===== src/rtl/spi_responder_regfile_pkg.sv =====
// Shared types and constants for the SPI responder register file.
// Latency: n/a. Backpressure: n/a.
// Holds the frame-state encoding and the pin synchronizer depth.
package spi_resp_pkg;

    typedef enum logic [1:0] {
        IDLE = 2'd0,
        CMD  = 2'd1,
        DATA = 2'd2,
        DONE = 2'd3
    } state_t;

    localparam int SYNC_STAGES = 2;

    function automatic int frame_bits(input int addr_width, input int data_width);
        return addr_width + data_width;
    endfunction

endpackage


===== src/rtl/spi_responder_regfile_pin_sync.sv =====
// Synchronizes sclk/ss/mosi into clk and produces single-cycle edge pulses.
// Latency: SYNC_STAGES clk to the synced level, edge pulse acted on one clk later.
// Backpressure: none; the pins are free-running.
module spi_pin_sync
    import spi_resp_pkg::*;
(
    input  logic clk,
    input  logic rst,
    input  logic sclk,
    input  logic ss,
    input  logic mosi,
    output logic sclk_rise,
    output logic sclk_fall,
    output logic ss_rise,
    output logic ss_fall,
    output logic mosi_s
);

    // {sclk, ss, mosi}; select resets deasserted so reset release never fakes a frame start
    localparam logic [2:0] PIN_RST = 3'b010;

    logic [2:0] sync_q [SYNC_STAGES];
    logic [2:0] cur;
    logic [1:0] prev_q;

    always_ff @(posedge clk or posedge rst) begin
        if (rst) begin
            for (int i = 0; i < SYNC_STAGES; i++) sync_q[i] <= PIN_RST;
            prev_q <= PIN_RST[2:1];
        end else begin
            sync_q[0] <= {sclk, ss, mosi};
            for (int i = 1; i < SYNC_STAGES; i++) sync_q[i] <= sync_q[i-1];
            prev_q <= sync_q[SYNC_STAGES-1][2:1];
        end
    end

    assign cur       = sync_q[SYNC_STAGES-1];
    assign sclk_rise =  cur[2] & ~prev_q[1];
    assign sclk_fall = ~cur[2] &  prev_q[1];
    assign ss_rise   =  cur[1] & ~prev_q[0];
    assign ss_fall   = ~cur[1] &  prev_q[0];
    assign mosi_s    =  cur[0];

endmodule


===== src/rtl/spi_responder_regfile.sv =====
// SPI target with a small register file: 16-bit command then 16-bit data per frame.
// Latency: SPI write commits 3 clk after the last sample-edge pin transition; host read is 1 clk.
// Backpressure: none; SPI commit wins the single write port over a same-clk host write.
module spi_responder_regfile
    import spi_resp_pkg::*;
#(
    parameter int ADDR_WIDTH       = 16,
    parameter int DATA_WIDTH       = 16,
    parameter int REG_AW           = 4,
    parameter int SCK_RISING_SHIFT = 1
) (
    input  logic                  clk,
    input  logic                  rst,
    input  logic                  sclk,
    input  logic                  ss,
    input  logic                  mosi,
    output logic                  miso,
    output logic                  miso_oe,
    input  logic [REG_AW-1:0]     host_addr,
    input  logic                  host_we,
    input  logic [DATA_WIDTH-1:0] host_wdata,
    output logic [DATA_WIDTH-1:0] host_rdata,
    output logic                  wr_stb,
    output logic [REG_AW-1:0]     wr_addr,
    output logic [DATA_WIDTH-1:0] wr_data,
    output logic                  frame_err
);

    localparam int FRAME_BITS = frame_bits(ADDR_WIDTH, DATA_WIDTH);
    localparam int CNT_W      = $clog2(FRAME_BITS);
    localparam int NREG       = 1 << REG_AW;

    logic sclk_rise, sclk_fall, ss_rise, ss_fall, mosi_s;
    logic sample_edge, shift_edge;

    spi_pin_sync u_pin_sync (
        .clk       (clk),
        .rst       (rst),
        .sclk      (sclk),
        .ss        (ss),
        .mosi      (mosi),
        .sclk_rise (sclk_rise),
        .sclk_fall (sclk_fall),
        .ss_rise   (ss_rise),
        .ss_fall   (ss_fall),
        .mosi_s    (mosi_s)
    );

    assign sample_edge = (SCK_RISING_SHIFT != 0) ? sclk_fall : sclk_rise;
    assign shift_edge  = (SCK_RISING_SHIFT != 0) ? sclk_rise : sclk_fall;

    state_t                state, state_nxt;
    logic [CNT_W-1:0]      bit_cnt;
    // Only the address bits are kept; ignored command bits fall off the top.
    logic [REG_AW-1:0]     cmd_sr;
    logic [REG_AW-1:0]     addr_next;
    logic [DATA_WIDTH-1:0] rx_sr, rx_word, tx_sr;
    logic                  rd_flag;
    logic [REG_AW-1:0]     reg_addr;
    logic [DATA_WIDTH-1:0] regfile [NREG];
    logic                  cmd_done, data_done, commit;

    assign addr_next = {cmd_sr[REG_AW-2:0], mosi_s};
    assign rx_word   = {rx_sr[DATA_WIDTH-2:0], mosi_s};
    assign commit    = data_done & ~rd_flag;

    always_ff @(posedge clk or posedge rst) begin
        if (rst) state <= IDLE;
        else     state <= state_nxt;
    end

    always_comb begin
        state_nxt = state;
        cmd_done  = 1'b0;
        data_done = 1'b0;
        if (ss_rise) begin
            state_nxt = IDLE;
        end else begin
            case (state)
                IDLE: if (ss_fall) state_nxt = CMD;
                CMD: if (sample_edge && bit_cnt == CNT_W'(ADDR_WIDTH-1)) begin
                    cmd_done  = 1'b1;
                    state_nxt = DATA;
                end
                DATA: if (sample_edge && bit_cnt == CNT_W'(DATA_WIDTH-1)) begin
                    data_done = 1'b1;
                    state_nxt = DONE;
                end
                default: state_nxt = state;
            endcase
        end
    end

    always_ff @(posedge clk or posedge rst) begin
        if (rst) begin
            for (int i = 0; i < NREG; i++) regfile[i] <= '0;
            host_rdata <= '0;
        end else begin
            host_rdata <= regfile[host_addr];
            if (commit)       regfile[reg_addr]  <= rx_word;
            else if (host_we) regfile[host_addr] <= host_wdata;
        end
    end

    always_ff @(posedge clk or posedge rst) begin
        if (rst) begin
            bit_cnt   <= '0;
            cmd_sr    <= '0;
            rx_sr     <= '0;
            tx_sr     <= '0;
            rd_flag   <= 1'b0;
            reg_addr  <= '0;
            miso      <= 1'b0;
            miso_oe   <= 1'b0;
            wr_stb    <= 1'b0;
            wr_addr   <= '0;
            wr_data   <= '0;
            frame_err <= 1'b0;
        end else begin
            wr_stb    <= 1'b0;
            frame_err <= 1'b0;
            if (commit) begin
                wr_stb  <= 1'b1;
                wr_addr <= reg_addr;
                wr_data <= rx_word;
            end
            if (ss_rise) begin
                miso_oe   <= 1'b0;
                frame_err <= (state == CMD) || (state == DATA);
            end else begin
                case (state)
                    IDLE: if (ss_fall) begin
                        bit_cnt <= '0;
                        miso    <= 1'b0;
                    end
                    CMD: if (sample_edge) begin
                        cmd_sr <= addr_next;
                        if (bit_cnt == '0) rd_flag <= mosi_s;
                        bit_cnt <= cmd_done ? '0 : bit_cnt + 1'b1;
                        if (cmd_done) begin
                            reg_addr <= addr_next;
                            tx_sr    <= regfile[addr_next];
                            miso_oe  <= rd_flag;
                        end
                    end
                    DATA: begin
                        if (sample_edge) begin
                            rx_sr   <= rx_word;
                            bit_cnt <= bit_cnt + 1'b1;
                        end
                        if (data_done) miso_oe <= 1'b0;
                        if (rd_flag && shift_edge) begin
                            miso  <= tx_sr[DATA_WIDTH-1];
                            tx_sr <= {tx_sr[DATA_WIDTH-2:0], 1'b0};
                        end
                    end
                    default: ;
                endcase
            end
        end
    end

endmodule


===== config.mk =====
export PLATFORM = sky130hd
export DESIGN_NAME = spi_responder_regfile
export DESIGN_NICKNAME = d
export VERILOG_FILES = /design/src/rtl/spi_responder_regfile_pkg.sv /design/src/rtl/spi_responder_regfile_pin_sync.sv /design/src/rtl/spi_responder_regfile.sv
export SDC_FILE = /design/constraint.sdc
export NUM_CORES = 1
export LEC_CHECK = 0
export CAP_MARGIN = 20
export CORE_MARGIN = 1
export CORE_UTILIZATION = 60
export CTS_CLUSTER_DIAMETER = 200
export DETAILED_ROUTE_END_ITERATION = 7
export PLACE_DENSITY = 0.75
export SLEW_MARGIN = 40
export SYNTH_ARGS = -nofsm -noshare
export SYNTH_HDL_FRONTEND = slang
export SYNTH_HIERARCHICAL = 1
export SYNTH_SLANG_ARGS = --single-unit

===== constraint.sdc =====
create_clock -name clk -period 12.8 [get_ports clk]
set_input_delay 1.92 -clock clk [delete_from_list [all_inputs] [get_ports clk]]
set_output_delay 1.92 -clock clk [all_outputs]
set_load 0.1 [all_outputs]

==> reports/qor.txt, run 1 <==
DP Worst Slack - 7.64 ns
Initial Utilization - 61.6%
Setup tns final - 0 ns
Largest family of logic cells by synthesized area - multiplexers
Via count - 15600
CP Max Fanout - 34
Crit-path slowest cell - buf_4
Core Rows - 67
Crit path launch type - input pin
CTS clk-pin slew, worst paths - 0.06 ns
Reg2reg start - bit_cnt[1]$_DFFE_PP0P_
Clock Latency Late Sink - 0.53 ns
Unrepaired setup endpoints after global routing - false
Core area - 33900 um^2
First-pass GRT wire length - 97400 um
Flops & latches, synth - 350
DP Area - 21500 um^2
All-layer global routing usage - 36.6%
Largest net degree at the start of global routing - 154
Pre-antenna DRT Iters - 6
Routability cong. - 0.950
Reg2reg setup slack - 8.45 ns
Fin. max-slew vios - 0
CP Cell Sequence - buf_4, buf_4, buf_4, nor4b_2, buf_4, a31o_2, mux2_2
Post-Route M1 WL - 25400 um
Worst min-delay path startpoint - u_pin_sync/sync_q[3]$_DFF_PP0_
Synth Area in Compound Gates - 16.1%
WL final - 64300 um
Post-CTS Resized - 0
Outcome - complete, no violations
CP bufs+invs - 4
Port buffer count - 65
Clock root buffer - clkbuf_16
Worst Hold End - u_pin_sync/cur[0]$_DFF_PP0_
Vias per inst - 7.60
Vias in the first global route - 15200
Crit path DAT - 4.99 ns
Final period util - 35.9%
Detailed placement HPWL - 40400 um
Initial antenna violation count - 0
Routed len/inst - 31.3 um
Setup CP Type - input pin to register
Lkg Pwr - 10.5 nW
Area Growth Syn to Fin - 9.57%
Post-synth top area cell - dfrtp_1
Count of hold-fix buffers inserted at cts - 0
IO Pins - 66
Area contributors post-synth - dfrtp_1, mux2_2, mux4_2, a22o_1, a32o_1
Achievable Freq - 0.218 GHz
Hold path depth - 0
Die height - 188 um
Syn_area_per_cell - 12.9 um^2
GRT Residual Overflow - 0
Critical Path RT - 13.20 ns
Delay-heaviest family, CP - buffers and inverters
R2r endpoint - regfile[94]$_DFFE_PP0P_
Synth async-reset ratio - 100%
Mux cell area share after synthesis - 31.1%
Mapped Nets - 1646
Share of the synthesized area in the top cell type - 41.6%
Final count of hold timing violations - 0
Post-synthesis adder-cell area fraction - 0.480%
Synthesized area - 20900 um^2
Max cap viols - 0
Simple-gate share of the synthesized area - 5.54%
Post-CTS setup buffers - 0
Slew headroom - 40.0%
Max stage delay on crit path - 0.64 ns
Final ANT Viol Nets - 0
Worst VDD drop - 0.112 mV
Final worst slack - 8.21 ns
Most used cell, CP - buf_4
Layout cell share with drive strength beyond 1 - 37.4%
Pwr dens - 131 nW/um^2
Sequential share of the synthesized area - 42.0%
Count leader, synth - dfrtp_1
Top Layer Used - met4
Clk sink count - 350
Design area - 22900 um^2
Maximum clock insertion buffer count - 3
Post-synth EDFFs - 0
Yosys warns - 6
Final min period - 4.59 ns
Post-synthesis xor/xnor area fraction - 0%
Met2 Wirelength - 28700 um
Hold_ws - 0.358 ns
CP Capture Type - register
CTS tree - built
Top FF cell, synth - dfrtp_1
Initial DRC count - 2103
Final setup fails - 0
Least-Margin Pin Slew - 0.900 ns
Met3 WL post-DR - 7310 um
Num CTS Buffers - 39
Final Core Density - 67.5%
N_diodes - 0
Synth cell count leaders - dfrtp_1, mux2_2, a22o_1
R2R cell count - 11
Worst min path class - register to register
Clock skew - 0.0121 ns
DRC viols - 0
NumNets Final - 1615
Cells after synthesis - 1612
H-tree depth - 2
Chip width - 188 um
Die area - 35500 um^2
Netlist cell types - 60
==> where the power goes <==
group,internal [mW],total (mW),switching [mW]
logic,0.233,0.601,0.368
registers,1.16,1.23,0.0693
clock network,0.710,1.17,0.462
==> sequential cells by signal, indices dropped and copies added, names as in the netlist <==
name,count
frame_err,1
rx_sr,15
host_rdata,16
wr_stb,1
cmd_sr,3
bit_cnt,5
u_pin_sync/prev_q,2
miso_oe,1
wr_addr,4
reg_addr,4
rd_flag,1
state,2
regfile,256
miso,1
tx_sr,16
u_pin_sync/sync_q,3
u_pin_sync/cur,3
wr_data,16
==> area by class of cell <==
type,instances,area [um^2]
Multi-Input combinational cell,1049,11200
Fill cell,2524,11000
Sequential cell,350,8770
Clock buffer,54,1110
Timing Repair Buffer,125,918
Tap cell,448,561
Clock inverter,14,210
Inverter,16,75.1
==> cell families (layout without fill, tap and decap cells) <==
group,after synthesis,count (layout)
adders and majority gates,8,8
and+or+nand+nor,201,201
AOI/OAI and AO/OA,375,375
muxes,465,465
buffers and inverters,213,209
DFF,350,350
==> worst max-delay path by stage <==
stage / endpoint / slack, ns / startpoint / depth (start not counted)
floorplan: bit_cnt[0]$_DFFE_PP0P_ / 1.40 / rst / 1
global placement: regfile[237]$_DFFE_PP0P_ / 7.68 / host_addr[0] / 7
detailed placement: regfile[228]$_DFFE_PP0P_ / 7.64 / host_addr[0] / 7
CTS: regfile[238]$_DFFE_PP0P_ / 8.16 / host_addr[0] / 7
global route: regfile[238]$_DFFE_PP0P_ / 7.94 / host_addr[0] / 7
finish: regfile[238]$_DFFE_PP0P_ / 8.21 / host_addr[0] / 7
==> routing by layer <==
layer  up-vias  GRT usage, %
li1       6256             -
met1      8116          52.3
met2      1041          53.9
met3       210          8.44
met4         0          15.5
met5         -             0
==> cell usage in the layout (no fill, tap or decap), types with 21 or more instances in the layout <==
master       n
mux4_2     115
nand3_1     21
nand2_1     59
mux2_2     248
dfrtp_1    345
clkbuf_16   41
buf_4       52
buf_2       48
and3_1      24
mux2i_1     63
nor2_1      29
mux2_1      29
a22o_1     161
a32o_1      84
==> through the flow <==
| stage | power, mW | std cells |
|---|---|---|
| after floorplan | 1.67 | 1612 |
| after global placement | 1.82 | 1977 |
| after detailed placement | 1.83 | 1985 |
| after CTS | 3.00 | 2053 |
| after global routing | 3.09 | 2056 |
| final | 3.00 | 2056 |
==> worst register-to-register path, delay by kind of cell, from the launching register on <==
family | cells | cell delay, ns
simple gates | 3 | 0.51
buf+inv | 4 | 1.64
fa+ha+maj | 2 | 0.48
mux | 1 | 0.36
flops | 1 | 0.41
compound gates | 1 | 0.83
No activity file was read; power rests on OpenSTA's default activity.
==> run 2, diff against run 1 <==
--- a/config.mk
+++ b/config.mk
@@ -7,7 +7,7 @@
 export LEC_CHECK = 0
 export CAP_MARGIN = 20
 export CORE_MARGIN = 1
-export CORE_UTILIZATION = 60
+export CORE_UTILIZATION = 57
 export CTS_CLUSTER_DIAMETER = 200
 export DETAILED_ROUTE_END_ITERATION = 7
 export PLACE_DENSITY = 0.75
==> constraint.sdc (replaced) <==
create_clock -name clk -period 4.1 [get_ports clk]
set_input_delay 0.615 -clock clk [delete_from_list [all_inputs] [get_ports clk]]
set_output_delay 0.615 -clock clk [all_outputs]
set_load 0.1 [all_outputs]
==> reports/qor.txt, run 2 (synthesis results as in run 1) <==
Reg2reg setup slack - 0.84 ns (-7.61 ns)
WL final - 63300 um (-1.6%)
Setup CP Type - register to register
Worst VDD drop - 0.317 mV (+180%)
Worst Hold End - u_pin_sync/cur[0]$_DFF_PP0_
Crit path DAT - 3.70 ns (-1.29 ns)
Clk network pwr share - 39.0% (about the same)
NumNets Final - 1622 (+0.43%)
Filler Cells Inserted - 2706 (+7.2%)
Final worst slack - 0.841 ns (-7.37 ns)
Lkg Pwr - 10.5 nW (+0.36%)
Multi-input logic area - 11200 um^2 (-0.31%)
Max stage delay on crit path - 0.49 ns (-0.15 ns)
Final min period - 3.26 ns
Least-Margin Pin Slew - 0.895 ns (-0.00536 ns)
Die height - 193 um (+2.6%)
Max cap viols - 0 (unchanged)
Pwr dens - 409 nW/um^2 (+210%)
Initial antenna violation count - 3 (+3)
Maximum clock insertion buffer count - 3 (unchanged)
Initial Utilization - 58.2% (-3.4 points)
Pre-antenna DRT Iters - 7 (+1)
IO Pins - 66 (unchanged)
CTS clk-pin slew, worst paths - 0.06 ns (about the same)
Most frequent cells in the layout - dfrtp_1, mux2_2, a22o_1
Post-CTS Resized - 0 (unchanged)
H-tree depth - 2 (unchanged)
Sequential Power Share - 41.4% (+0.4 points)
Reg2reg start - bit_cnt[1]$_DFFE_PP0P_
All-layer global routing usage - 34.5% (-2.1 points)
Final count of hold timing violations - 0 (unchanged)
Biggest register - regfile
Post-CTS setup buffers - 0 (unchanged)
Clk sink count - 350 (unchanged)
Clock Latency Late Sink - 0.57 ns (+0.04 ns)
R2r endpoint - regfile[39]$_DFFE_PP0P_
Post-Place Cells - 2007 (+1.1%)
Vias in the first global route - 15500 (+2.1%)
Slew headroom - 40.1% (+0.087 points)
Int Pwr - 6.50 mW (+210%)
Combinational share of power - 19.6% (-0.4 points)
DRC viols - 0 (unchanged)
Initial DRC count - 1931 (-8.2%)
Achievable Freq - 0.307 GHz
M2 GR Usage - 52.1% (-1.8 points)
Register Area - 8770 um^2 (unchanged)
Worst min path class - register to register
CTS tree - built
Routed len/inst - 30.5 um (-2.5%)
CP Max Fanout - 46 (+35%)
First-pass GRT wire length - 98100 um (+0.74%)
Chip width - 193 um (+2.6%)
N_diodes - 0 (unchanged)
Layout cell share with drive strength beyond 1 - 37.5% (+0.086 points)
Worst min-delay path startpoint - u_pin_sync/sync_q[3]$_DFF_PP0_
Largest net degree at the start of global routing - 122 (-21%)
Clock root buffer - clkbuf_16
Count of hold-fix buffers inserted at cts - 0 (unchanged)
Hold_ws - 0.345 ns (-0.0127 ns)
Clock skew - 0.0132 ns (+0.00112 ns)
Final setup fails - 0 (unchanged)
Unrepaired setup endpoints after global routing - false
Non-filler cells, final - 2076 (+0.97%)
Core area - 35800 um^2 (+5.8%)
Vias per inst - 7.50 (-1.3%)
Via count - 15600 (-0.29%)
Die area - 37400 um^2 (+5.2%)
Routability cong. - 0.912 (-4.0%)
DP Worst Slack - 0.942 ns (-6.70 ns)
CP Cell Sequence - ha_1, and3_1, ha_1, and3b_2, buf_4, a211oi_1, a21oi_2, buf_4, mux2_2
Critical Path RT - 4.54 ns (-8.66 ns)
Crit-path slowest cell - buf_4
Hold path depth - 0 (unchanged)
Num CTS Buffers - 40 (+2.6%)
Max FFs per register - 256 (unchanged)
Switching share of power - 30.5% (+0.58 points)
Fin. max-slew vios - 0 (unchanged)
Core Rows - 69 (+3.0%)
GRT Residual Overflow - 0 (unchanged)
Psw - 2.86 mW (+220%)
CP Capture Type - register
R2R cell count - 9 (-2)
Crit path launch type - register
Detailed placement HPWL - 41100 um (+1.6%)
Met3 Use GR - 7.93% (-0.50 points)
Area Growth Syn to Fin - 9.72%
Outcome - complete, no violations
Busiest layer in global routing - met2
Port buffer count - 65 (unchanged)
Most common cell after layout, fill and taps aside - dfrtp_1
Final ANT Viol Nets - 0 (unchanged)
Final period util - 79.5%
GR Layer Usage met1 - 48.3% (-4.0 points)
## run 2: area by class of cell
type | count | area share, %
clock buffer | 59 | 5.26
clock inverter | 10 | 0.498
inverter | 16 | 0.290
multi-input combinational | 1049 | 48.8
sequential | 350 | 38.3
tap | 461 | 2.52
timing repair buffer | 131 | 4.30
## run 2: worst max-delay path: cells and delay by family, from the launching register on
| kind | cells | cell delay, ns |
|---|---|---|
| buffers and inverters | 2 | 0.86 |
| AND/OR/NAND/NOR | 2 | 0.43 |
| adder cells (fa/ha/maj) | 2 | 0.44 |
| multiplexers | 1 | 0.37 |
| AO/OA/AOI/OAI | 2 | 0.61 |
| flip-flops | 1 | 0.39 |
## run 2: layer usage
metal  vias up  routed length, um
li1       6295                  -
met5         -                 13
met1      8122              25000
met2       968              29000
met4         2               2510
met3       190               6770
## run 2: how the worst max path moves through the flow
stage                                      start                  endpoint  slack [ns]  depth (start not counted)
final                     bit_cnt[1]$_DFFE_PP0P_   regfile[39]$_DFFE_PP0P_        0.84                          9
after global routing      bit_cnt[1]$_DFFE_PP0P_   regfile[41]$_DFFE_PP0P_        0.71                          9
after CTS                 bit_cnt[1]$_DFFE_PP0P_   regfile[39]$_DFFE_PP0P_        0.90                          9
after detailed placement  bit_cnt[1]$_DFFE_PP0P_   regfile[39]$_DFFE_PP0P_        0.94                          9
after global placement              host_addr[3]  regfile[159]$_DFFE_PP0P_        1.00                          5
after floorplan                              rst    bit_cnt[0]$_DFFE_PP0P_       -1.09                          1
## run 2: through the flow
step | total power, mW | setup TNS [ns] | util (%) | area [um^2]
6_report | 9.36 | 0 | 63.9 | 22900
5_1_grt | 9.65 | 0 | 63.9 | 22900
4_1_cts | 9.36 | 0 | 63.9 | 22900
3_5_place_dp | 5.73 | 0 | 60.2 | 21600
3_3_place_gp | 5.68 | 0 | 60.6 | 21700
2_1_floorplan | 5.21 | -372.61 | - | 20900
## run 2: power by group through the flow
stage          sequential (mW)  clock, mW  combinational, mW
2_1_floorplan             3.86          0               1.35
3_3_place_gp              3.91          0               1.77
3_5_place_dp              3.93          0               1.81
4_1_cts                   3.86       3.68               1.82
5_1_grt                   3.89       3.81               1.95
6_report                  3.88       3.65               1.84
